==> config.mk <==
export PLATFORM = sky130hd
export DESIGN_NAME = project_shadow_register_file
export DESIGN_NICKNAME = d
export VERILOG_FILES = /design/src/rtl/project_shadow_register_file.sv
export SDC_FILE = /design/constraint.sdc
export NUM_CORES = 2
export LEC_CHECK = 0
export ABC_AREA = 0
export CORE_MARGIN = 1
export CORE_UTILIZATION = 55
export CTS_BUF_LIST = sky130_fd_sc_hd__clkbuf_8
export CTS_CLUSTER_DIAMETER = 80
export DETAILED_ROUTE_END_ITERATION = 7
export PLACE_DENSITY = 0.79
export SYNTH_ARGS = -nofsm -noshare
export SYNTH_HDL_FRONTEND = slang
export SYNTH_SLANG_ARGS = --single-unit
==> constraint.sdc <==
create_clock -name i_clk -period 2.69 [get_ports i_clk]
set_input_delay 0.538 -clock i_clk [delete_from_list [all_inputs] [get_ports i_clk]]
set_output_delay 0.538 -clock i_clk [all_outputs]
set_load 0.01 [all_outputs]
==> src/rtl/project_shadow_register_file.sv <==
// Double-buffered PWM configuration register file. Host writes go to a shadow bank,
// and each channel's active bank is reloaded atomically at its period end or on a forced update.
module project_shadow_register_file #(
    parameter int NUM_CHANNELS     = 3,
    parameter int REGS_PER_CHANNEL = 16,
    parameter int DATA_WIDTH       = 8,
    parameter int ADDRESS_WIDTH    = 6
) (
    input  logic                                                i_clk,
    input  logic                                                i_reset,
    input  logic                                                i_write_en,
    input  logic                                                i_read_en,
    input  logic [ADDRESS_WIDTH-1:0]                            i_address,
    input  logic [DATA_WIDTH-1:0]                               i_data,
    output logic [DATA_WIDTH-1:0]                               o_data,
    output logic                                                o_read_valid,
    input  logic [NUM_CHANNELS-1:0]                             i_period_end,
    output logic [NUM_CHANNELS*REGS_PER_CHANNEL*DATA_WIDTH-1:0] o_active_regs,
    output logic [NUM_CHANNELS-1:0]                             o_update_pending,
    output logic                                                o_write_error
);

    localparam int NUM_REGS = NUM_CHANNELS * REGS_PER_CHANNEL;
    localparam logic [ADDRESS_WIDTH-1:0] ADDR_CTRL   = ADDRESS_WIDTH'(NUM_REGS);
    localparam logic [ADDRESS_WIDTH-1:0] ADDR_STATUS = ADDRESS_WIDTH'(NUM_REGS + 1);
    localparam logic [ADDRESS_WIDTH-1:0] ADDR_FORCE  = ADDRESS_WIDTH'(NUM_REGS + 2);

    logic [DATA_WIDTH-1:0]   shadow_q [NUM_REGS];
    logic [DATA_WIDTH-1:0]   shadow_d [NUM_REGS];
    logic [DATA_WIDTH-1:0]   active_q [NUM_REGS];
    logic [DATA_WIDTH-1:0]   active_d [NUM_REGS];
    logic [1:0]              ctrl_q, ctrl_d;
    logic [NUM_CHANNELS-1:0] pending_q, pending_d;
    logic [DATA_WIDTH-1:0]   rdata_q, rdata_d;
    logic                    rvalid_q, rvalid_d;
    logic                    werr_q, werr_d;

    logic                    hit_chan;
    logic                    wr_chan_ok;
    logic                    wr_ctrl;
    logic                    wr_force;
    logic [NUM_CHANNELS-1:0] xfer;
    logic [DATA_WIDTH-1:0]   rd_val;

    always_comb begin
        hit_chan   = (i_address < ADDR_CTRL);
        wr_chan_ok = i_write_en && hit_chan && !ctrl_q[0];
        wr_ctrl    = i_write_en && (i_address == ADDR_CTRL);
        wr_force   = i_write_en && (i_address == ADDR_FORCE);
        werr_d     = i_write_en && !(wr_chan_ok || wr_ctrl || wr_force);

        // Period end only reloads a channel with fresh shadow data; a forced update reloads unconditionally.
        xfer = (i_period_end & pending_q)
             | (wr_force ? i_data[NUM_CHANNELS-1:0] : '0);

        shadow_d  = shadow_q;
        active_d  = active_q;
        pending_d = pending_q;
        ctrl_d    = wr_ctrl ? i_data[1:0] : ctrl_q;

        for (int c = 0; c < NUM_CHANNELS; c++) begin
            if (xfer[c]) begin
                pending_d[c] = 1'b0;
                for (int r = 0; r < REGS_PER_CHANNEL; r++) begin
                    active_d[c*REGS_PER_CHANNEL + r] = shadow_q[c*REGS_PER_CHANNEL + r];
                end
            end
        end

        // A write after the transfer so a same-cycle write leaves the channel pending.
        for (int i = 0; i < NUM_REGS; i++) begin
            if (wr_chan_ok && (i_address == ADDRESS_WIDTH'(i))) begin
                shadow_d[i]                     = i_data;
                pending_d[i / REGS_PER_CHANNEL] = 1'b1;
            end
        end

        rd_val = '0;
        for (int i = 0; i < NUM_REGS; i++) begin
            if (i_address == ADDRESS_WIDTH'(i)) begin
                rd_val = ctrl_q[1] ? active_q[i] : shadow_q[i];
            end
        end
        if (i_address == ADDR_CTRL) begin
            rd_val = DATA_WIDTH'(ctrl_q);
        end
        if (i_address == ADDR_STATUS) begin
            rd_val = DATA_WIDTH'(pending_q);
        end

        rvalid_d = i_read_en;
        rdata_d  = i_read_en ? rd_val : rdata_q;
    end

    always_ff @(posedge i_clk) begin
        if (i_reset) begin
            shadow_q  <= '{default: '0};
            active_q  <= '{default: '0};
            ctrl_q    <= '0;
            pending_q <= '0;
            rdata_q   <= '0;
            rvalid_q  <= 1'b0;
            werr_q    <= 1'b0;
        end else begin
            shadow_q  <= shadow_d;
            active_q  <= active_d;
            ctrl_q    <= ctrl_d;
            pending_q <= pending_d;
            rdata_q   <= rdata_d;
            rvalid_q  <= rvalid_d;
            werr_q    <= werr_d;
        end
    end

    for (genvar g = 0; g < NUM_REGS; g++) begin : g_flat
        assign o_active_regs[g*DATA_WIDTH +: DATA_WIDTH] = active_q[g];
    end

    assign o_data           = rdata_q;
    assign o_read_valid     = rvalid_q;
    assign o_update_pending = pending_q;
    assign o_write_error    = werr_q;

endmodule

; ---- After elaboration in Yosys (flattened, before gate mapping)
; Index checks and enable logic that the tools add are counted.
[word_totals]
regBits = 783
inputBits = 21
out_inout_bits = 397
wordCells = 367
[op_classes]
n_lt_le_gt_ge = 1
n_eq_ne = 50
mux = 150
n_bitwise = 2
reduce_logical = 61
[op_table]
columns = operator, n
row1 = $mux W8, 98
row2 = $eq A6 B6 Y1 const B, 19
row3 = $eq A6 B5 Y1 const B, 16
row4 = $logic_and A1 B1 Y1, 53
row5 = $mux W1, 51
row6 = $reduce_bool A17 Y1, 3
row7 = $eq A6 B4 Y1 const B, 8
row8 = $eq A6 B3 Y1 const B, 4
row9 = $eq A6 B2 Y1 const B, 2
row10 = $eq A6 B1 Y1 const B, 1
row11 = $logic_not A6 Y1, 1
row12 = $lt A6 B6 Y1 const B, 1
row13 = $and A3 B3 Y3, 1
row14 = $mux W3, 1
row15 = $or A3 B3 Y3, 1
row16 = $logic_not A1 Y1, 2
row17 = $logic_or A1 B1 Y1, 2

; ---- Longest topological paths before layout
[depth]
depth_word = 51
ltp_mapped = 12
mapped_depth_nobuf = 7

; ---- Worst setup path before layout
; OpenSTA, ideal clock, no wires.
[synth_path]
kind = input-to-reg
from = input i_address[2]
to = register rdata_q[4] (netlist: o_data[4])
arrival_ps = 2293
slack_ps = 273
stages = 8
path_buffers = 2
path_cell_list = buf_2 > or4b_1 > buf_2 > a221o_1 > a2111oi_1 > nor3_1 > o311ai_1 > a21oi_1
[synth_between]
elab_chain_cells = 51
[synth_lines]
columns = element, line_no
row1 = start: declaration, 13  ; input logic [ADDRESS_WIDTH-1:0] i_address,
row2 = $logic_not A6 Y1, 80  ; if (i_address == ADDRESS_WIDTH'(i)) begin
row3 = $mux W8 (48 in series), 80
row4 = $mux W8, 84  ; if (i_address == ADDR_CTRL) begin
row5 = $mux W8 (*), 87  ; if (i_address == ADDR_STATUS) begin
row6 = end signal: assignment, 109  ; rdata_q <= rdata_d;
row7 = end: declaration, 34  ; logic [DATA_WIDTH-1:0] rdata_q, rdata_d;
; Mark *: on every way between the ends. The rest lies on a longest branch, timed or not.
; A chain may end at the register's enable or synchronous reset.

; ---- Worst setup path in the final report
[layout_path]
from = register ctrl_q[1]
to = register rdata_q[3] (netlist: o_data[3])
[layout_between]
elab_chain_cells = 51
[layout_lines]
columns = element, line_no
row1 = start: declaration, 32  ; logic [1:0] ctrl_q, ctrl_d;
row2 = start signal: assignment, 107  ; ctrl_q <= ctrl_d;
row3 = $mux W8, 81  ; rd_val = ctrl_q[1] ? active_q[i] : shadow_q[i];
row4 = $mux W8 (47 in series), 80
row5 = $mux W8 (*), 80
row6 = $mux W8 (*), 84
row7 = $mux W8 (*), 87
; Marked as above.

==> out/metrics.csv <==
stage,metric,value,unit
synth,post-synthesis sequential area ratio,43.8,%
synth,Syn Nets,4505,
synth,top_reg_cell synth,dfxtp_1,
placed_design,routability congestion estimate,1.02,
drt,Routed Antenna Nets,0,
synth,Yosys cell types,85,
synth,Synth Register Bits,783,
clock_network,CTS tree,built,
cells_and_area,fin nets,5302,
die,Core Rows,93,
clock_network,CTS sink count,783,
critical_path,Setup crit start kind,flop,
critical_path,crit path max fanout,8,
cells_and_area,fin cells,6235,
cells_and_area,Fillers,4670,
clock_network,"Clk Latency, worst-skew pair",0.81,ns
synth,top cell type's share of synthesized area,43.8,%
placed_design,DP Worst Slack,-0.969,ns
clock_network,Max H-tree Level,4,
job,number of max-cap violations,0,
sta,final setup violation count,6,
min_path,hold depth,3,
drt,DR WL/cell,23.7,um
grt,Total GRT Usage,42.6,%
critical_path,cell count of the worst reg-to-reg path,10,
die,Die X,257,um
sta,unrepaired setup endpoints after global routing,yes,
die,Ports,418,
synth,Area contributors post-synth,"dfxtp_1, nand2_1, a21oi_1",
sta,final worst slack,-0.0954,ns
cells_and_area,area of the multi-input gates,0.0189,mm2
pwr,leakage,0.0169,uW
pwr,worst-case vdd ir drop,0.470,mV
drt,routed via count,38400,
grt,first-pass GRT wire length,217000,um
die,area of the die,0.0661,mm2
cells_and_area,Storage cell area,0.0157,mm2
grt,initial antenna violation count,5,
drt,Total Routed Length,148000,um
drt,drt drc,2,
sta,Hold Slack,0.145,ns
synth,Synth Cell Area,0.0358,mm2
synth,cell taking the most area after synthesis,dfxtp_1,
min_path,worst min path class,input pin to flop,
sta,skew final,0.0309,ns
sta,Worst Tran Pin Value,0.992,ns
synth,Post-synth EDFFs,0,
clock_network,Clock Root Buffer,clkbuf_8,
placed_design,IO buf count,417,
die,core area,0.0643,mm2
critical_path,"Data required, critical path",3.35,ns
clock_network,CTS Buf Count,133,
synth,Synth Area per Inst,7.98,um2
sta,setup TNS,-0.288,ns
grt,largest net degree at the start of global routing,171,
sta,Final Slew Violations,0,
status,violated checks,"design-rule violations, negative setup slack",
placed_design,DP Cell Count,5968,
synth,fraction of registers with async set/reset,0,%
pwr,total power,24000,uW
placed_design,dpl hpwl,103000,um
pwr,PwrDens,501,mW/mm2
clock_network,Clock Tree Buf Depth,3,
drt,Via density,6.15,
critical_path,Crit. End Element,flop,
synth,most frequent cell after synthesis,nand2_1,
sta,max_slew headroom,33.9,%
grt,remaining global-route overflow,0,
synth,Synth top cells by count,"nand2_1, a21oi_1, dfxtp_1",
synth,Post-Syn Instances,4484,
clock_network,Worst-path clk slew,0.06,ns
die,starting density of the core,55.6,%
cells_and_area,Area Overhead vs Synth,33.6,%
critical_path,crit path DAT,3.45,ns
synth,YS warnings,0,
die,die span in y,257,um
sta,clock period minus final worst setup slack,2.79,ns
sta,final hold violations,0,
clock_network,hold buffers post-CTS,0,
status,status,"complete, but fails checks",
grt,vias in the first global route,35700,
sta,final worst path period share,104,%
drt,Pre-Repair DR Iteration Count,8,
drt,Detailed Route Iter0 Violations,5311,
critical_path,WS Path Type,flop to flop,
cells_and_area,share of cells above drive strength 1,18.3,%
sta,Max Fclk,359,MHz
[final cells by class]
cell class | instances | share of cell area, %
Timing Repair Buffer | 999 | 19.9
Multi-Input combinational cell | 3360 | 39.5
Clock buffer | 159 | 4.58
Antenna cell | 1 | 0.00523
Tap cell | 855 | 2.24
Inverter | 4 | 0.0314
Clock inverter | 74 | 0.921
Sequential cell | 783 | 32.8
[where the power goes]
part           leakage (uW)  total (uW)  internal [uW]  switching, uW
Sequential          0.00631       11700          11600           43.5
Clock               0.00152       10600           5590           5050
Combinational       0.00904        1640            538           1100
[what timing repair did]
item,in CTS,in global routing
cloned,1,2
setup buffers,7,24
pin swaps,12,21
endpoints found under the setup margin,8,8
resized for setup,37,60
[cell families after synthesis]
logic type,Yosys count,share of synthesized area [%]
buffers and inverters,341,4.65
AND/OR/NAND/NOR,1798,20.2
multiplexers,451,14.1
flip-flops,783,43.8
AO/OA/AOI/OAI,1111,17.3
[final timing paths]
check | start | endpoint | slack [ns]
max | ctrl_q[1] | o_data[3] | -0.1
min | i_reset | o_read_valid | 0.15
max reg2reg | ctrl_q[1] | o_data[3] | -0.1
min reg2reg | shadow_q[257] | o_active_regs[121] | 0.45
[placed cells by master, fill, tap and decap left out, types with 7 or more instances in the layout]
master,instances
clkdlybuf4s50_1,406
nand3_1,38
o221ai_1,13
inv_1,50
buf_4,502
mux2_2,76
nor2_2,7
a211oi_1,17
mux4_2,34
o21ai_0,93
o21a_1,7
mux2i_1,330
buf_2,7
o2111ai_1,8
a21oi_1,788
clkinv_2,12
o21ai_1,18
o22ai_1,24
buf_12,69
o211ai_1,26
nor2b_1,8
nand2_1,1463
a211oi_2,13
clkbuf_8,159
nand4_1,8
nor2_1,193
dfxtp_1,782
nor3_1,22
a221oi_1,9
[worst max-delay path: stages, from the launching register on]
cell	delay (ns)
dfxtp_4	0.41
buf_12	0.12
bufbuf_16	0.30
buf_4	0.18
mux2_2	0.36
o21ai_0	0.34
buf_4	0.19
o22ai_1	0.13
nor3_2	0.29
and3b_1	0.25
a221oi_1	0.08
[sequential cells by signal (all words and copies together) (netlist names)]
signal / count
ctrl_q: 2
o_active_regs: 384
o_data: 8
o_read_valid: 1
o_update_pending: 3
o_write_error: 1
shadow_q: 384
[routing by layer]
metal / share of wire (%) / vias up / GRT usage (%)
li1: - / 17000 / -
met1: 38 / 18200 / 55.5
met2: 44 / 2607 / 65.0
met3: 12 / 532 / 10.1
met4: 5.8 / 4 / 23.7
met5: 0.018 / - / 0
[stage by stage]
stage	instance area [um2]	util, %
detailed placement	44400	69.0
floorplan	35800	-
CTS	47300	73.5
global route	47800	74.3
finish	47800	74.3
global placement	44400	69.0
No activity file was read; power rests on OpenSTA's default activity.
